File: src/rtl/flag_file_forward_unit.sv
// Carry/zero flag file for the pipelined CPU: tracks flag writers between EX and
// commit, forwards the youngest valid pair into EX, and stalls ID behind late producers.
module flag_file_forward_unit #(
  parameter int unsigned           OPW        = 3,
  parameter logic [OPW-1:0]        CONSUME_OP = 3'b101
) (
  input  logic           clk,
  input  logic           rst,
  input  logic           ex_valid,
  input  logic           ex_change_carry_zero,
  input  logic           ex_late,
  input  logic           ex_carry,
  input  logic           ex_zero,
  input  logic           mem_carry,
  input  logic           mem_zero,
  input  logic           id_valid,
  input  logic [OPW-1:0] id_inst,
  input  logic           flush,
  output logic           stall,
  output logic           carry_in_ex,
  output logic           zero_in_ex,
  output logic [1:0]     fwd_sel,
  output logic           arch_carry,
  output logic           arch_zero,
  output logic [1:0]     pending_cnt
);

  localparam logic [1:0] SEL_ARCH = 2'b00;
  localparam logic [1:0] SEL_S2   = 2'b01;
  localparam logic [1:0] SEL_S1   = 2'b10;

  // S1 = instruction in MEM, S2 = instruction in WB.
  logic v1, late1, c1, z1;
  logic v2, c2, z2;

  logic ex_writes_flags;
  logic s1_carry, s1_zero;

  assign ex_writes_flags = ex_valid & ex_change_carry_zero;

  // A late producer's flags only exist on the mem_* inputs while it sits in MEM.
  assign s1_carry = late1 ? mem_carry : c1;
  assign s1_zero  = late1 ? mem_zero  : z1;

  // NOTE: state uses non-blocking assignments so every register samples the
  // pre-edge values of the others; that is what makes S1 -> S2 -> arch shift.
  always_ff @(posedge clk or posedge rst) begin
    if (rst) begin
      v1         <= 1'b0;
      late1      <= 1'b0;
      c1         <= 1'b0;
      z1         <= 1'b0;
      v2         <= 1'b0;
      c2         <= 1'b0;
      z2         <= 1'b0;
      arch_carry <= 1'b0;
      arch_zero  <= 1'b0;
    end else begin
      v1    <= ex_writes_flags & ~flush;
      late1 <= ex_late;
      c1    <= ex_carry;
      z1    <= ex_zero;

      v2 <= v1;
      c2 <= s1_carry;
      z2 <= s1_zero;

      if (v2) begin
        arch_carry <= c2;
        arch_zero  <= z2;
      end
    end
  end

  // NOTE: every output of this block is given a default first, so no path
  // through the if/else chain can leave a value held (no latch is inferred).
  always_comb begin
    fwd_sel     = SEL_ARCH;
    carry_in_ex = arch_carry;
    zero_in_ex  = arch_zero;
    if (v1) begin
      fwd_sel     = SEL_S1;
      carry_in_ex = s1_carry;
      zero_in_ex  = s1_zero;
    end else if (v2) begin
      fwd_sel     = SEL_S2;
      carry_in_ex = c2;
      zero_in_ex  = z2;
    end
  end

  // One bubble suffices: next cycle the producer is in MEM and EX holds the bubble.
  assign stall = id_valid & (id_inst == CONSUME_OP) & ex_writes_flags & ex_late & ~flush;

  assign pending_cnt = {1'b0, v1} + {1'b0, v2};

endmodule

File: config.mk
export PLATFORM = sky130hd
export DESIGN_NAME = flag_file_forward_unit
export DESIGN_NICKNAME = d
export VERILOG_FILES = /design/src/rtl/flag_file_forward_unit.sv
export SDC_FILE = /design/constraint.sdc
export NUM_CORES = 1
export LEC_CHECK = 0
export BUFFER_PORTS_ARGS = -buffer_cell sky130_fd_sc_hd__clkbuf_2
export CAP_MARGIN = 40
export CORE_AREA = 3 3 40 42
export CTS_BUF_LIST = sky130_fd_sc_hd__clkbuf_8
export CTS_CLUSTER_SIZE = 8
export DETAILED_ROUTE_END_ITERATION = 10
export DIE_AREA = 0 0 43 45
export GPL_TIMING_DRIVEN = 0
export HOLD_SLACK_MARGIN = 0.05
export MAX_ROUTING_LAYER = met4
export PLACE_DENSITY = 0.54
export SYNTH_ARGS = -nofsm -noshare
export SYNTH_HDL_FRONTEND = slang
export SYNTH_SLANG_ARGS = --single-unit
File: constraint.sdc
create_clock -name clk -period 1.1 [get_ports clk]
set_input_delay 0.22 -clock clk [delete_from_list [all_inputs] [get_ports clk]]
set_output_delay 0.22 -clock clk [all_outputs]
set_load 0.1 [all_outputs]
==> metrics.md <==
| Metric | Value |
|---|---|
| Crit start category | `flip-flop` |
| Syn Nets | `42` |
| Critical Path Fanout Max | `2` |
| Slew Viols, Final | `0` |
| Worst EP required | `880 ps` |
| Root buf cell | `clkbuf_8` |
| Tcrit/Tclk final | `1.506` |
| Detailed placement HPWL | `639.1 µm` |
| CP Capture Type | `output port` |
| Slew @ Worst Pin | `325.2 ps` |
| Final wirelength | `859 µm` |
| Minimum clock period | `1656 ps` |
| Crit path from | `arch_zero` |
| Pin count of the biggest net entering global routing | `10` |
| CTS Sinks | `9` |
| Grt ovf | `0` |
| Failing checks | `setup timing` |
| FF-to-FF End | `arch_zero` |
| Register area | `234.0 µm²` |
| Residual DRC | `0` |
| DP Worst Slack | `-578.4 ps` |
| First-pass GRT wire length | `1490 µm` |
| Syn Area/Cell | `13.96 µm²` |
| Synth Cell Area | `362.8 µm²` |
| CP endpoint | `zero_in_ex` |
| TritonRoute pass-1 iters | `3` |
| Die ar. | `0.001935 mm²` |
| Total GRT Usage | `0.1104` |
| Sequential share of the synthesized area | `0.6207` |
| Max Cap Violations | `0` |
| Core Area | `0.001285 mm²` |
| Wire per inst | `12.27 µm` |
| Die span in y | `45 µm` |
| Worst slew margin | `0.7830` |
| Delay-heaviest family, CP | `multiplexers` |
| Netlist cell types | `9` |
| Io pins | `23` |
| Clk_skew | `0.8917 ps` |
| Synthesis Warnings | `0` |
| Multi-input gate area | `166.4 µm²` |
| H-Tree Level Count | `1` |
| Number of buffers and inverters on the critical path | `1` |
| Inserted Clock Buffers | `3` |
| Area Overhead vs Synth | `110.3%` |
| Synthesized netlist cell count | `26` |
| Die X | `43 µm` |
| Rows | `13` |
| Area leader, netlist | `dfrtp_1` |
| FF-to-FF path depth | `1` |
| Vias/cell | `4.200` |
| Max Clock Freq | `0.6037 GHz` |
| Vias | `294` |
| Hold WS | `98.54 ps` |
| Clk slew on worst S/H paths | `40 ps` |
| Clock Path Buffers | `2` |
| Synth top area share | `0.6207` |
| FILL cells | `102` |
| P_leak | `0.0003671 µW` |
| Critical Path Stages | `3` |
| Setup violators final | `9` |
| Ant. Diodes | `0` |
| Commonest non-fill, non-tap cell in the layout | `clkbuf_2` |
| Number of port buffers | `22` |
| Reg-to-reg startpoint | `arch_zero` |
| Layout cells sized above 1 | `0.7636` |
| Power per Cell Area | `1739 mW/mm²` |
| Reg2Reg Setup Slack | `240 ps` |
| Number of global-route vias before repair | `351` |
| FF+latch count, synth | `9` |
| Final WS setup | `-556.4 ps` |
| Post-route ant nets | `0` |
| Final hold vios | `0` |
| Nets | `72` |
| Outcome | `finished with violations` |
| Most frequent cells in the layout | `13 x clkbuf_2, 6 x dfrtp_1, 5 x clkbuf_8, 5 x clkbuf_16` |
| Peak supply drop | `0.0009202 V` |
| CTS tree | `done` |
| CP Cell Sequence | `mux2_2 -> mux2_4 -> clkbuf_16` |
| Synth top area cells | `dfrtp_1 62%, mux2_2 19%, ha_1 6.9%, inv_1 4.1%, nand4b_1 2.4%` |
| Worst EP arrival | `1440 ps` |
| Crit path max-delay cell type | `dfrtp_4` |
| Hold crit path type | `in -> reg` |
| Initial antenna violation count | `0` |
| Worst skew pair latency | `230 ps` |
| Placer Congestion | `0.6390` |
| Crit-path max cell delay | `470 ps` |
| Drt first-iter violations | `1` |
| Starting Density | `0.2824` |
| RSZ-0062 raised after global routing | `true` |
| Critical path class | `reg -> out` |
-- layout make-up --
type / count / area share
Clock inverter: 1 / 0.004918
Multi-Input combinational cell: 12 / 0.2180
Timing Repair Buffer: 25 / 0.3574
Tap cell: 15 / 0.02459
Clock buffer: 3 / 0.05410
Inverter: 4 / 0.02459
Sequential cell: 9 / 0.3066
Buffer: 1 / 0.009836
-- per-layer routing --
layer,vias up,wire length [µm],track usage
met5,-,0,-
met4,0,0,0.07229
met3,0,80,0.02789
met2,18,484,0.2036
met1,134,294,0.1003
li1,142,-,-
-- logic make-up after synthesis --
| group | after synthesis | share of synthesized area |
|---|---|---|
| DFF | 9 | 0.6207 |
| buffers and inverters | 5 | 0.06206 |
| muxes | 6 | 0.1862 |
| adders and majority gates | 2 | 0.06895 |
| and+or+nand+nor | 4 | 0.06206 |
-- cell usage after synthesis (all sizes together) --
cell type,n
nor2,1
mux2,6
nor4,1
nand2,1
ha,2
nand4b,1
buf,1
inv,4
dfrtp,9
-- metrics by stage --
step                      area [µm²]  TNS [ps]  std cells  power, µW    util
after floorplan                421.7     -1667         26      758.4       -
after global placement         550.5     -2295         63      813.8  0.4284
after detailed placement       550.5     -2386         63      822.0  0.4284
after CTS                      754.5     -2579         70       1324  0.5871
after global routing           763.2     -2750         70       1377  0.5940
final                          763.2     -2438         70       1327  0.5940
-- where the power goes --
part	leakage, µW	internal [µW]	total [µW]	switching, µW
combinational	0.000235	221	578	357
clock	0.0000269	242	361	119
sequential	0.000105	372	388	15.9
-- worst min path at each step --
stage                        start     to  slack [ps]  depth (start not counted)
after detailed placement       rst     v1         180                          2
after CTS                 ex_carry     c1         100                          1
after global routing      ex_carry     c1          90                          1
after global placement         rst  late1         160                          2
final                     ex_carry     c1         100                          1
after floorplan                rst     c1          50                          1
-- timing repair --
item,4_1_cts,5_1_grt
hold buffers,1,0
pin swaps,0,0
endpoints found under the hold margin,9,0
resized for setup,24,4
buffers inserted,2,0
setup endpoints to repair,9,9
-- sequential cells by signal, summed over array words and instances (netlist names) --
register / count
arch_carry: 1
arch_zero: 1
c1: 1
c2: 1
late1: 1
v1: 1
v2: 1
z1: 1
z2: 1
(Power assumes the default switching activity.)
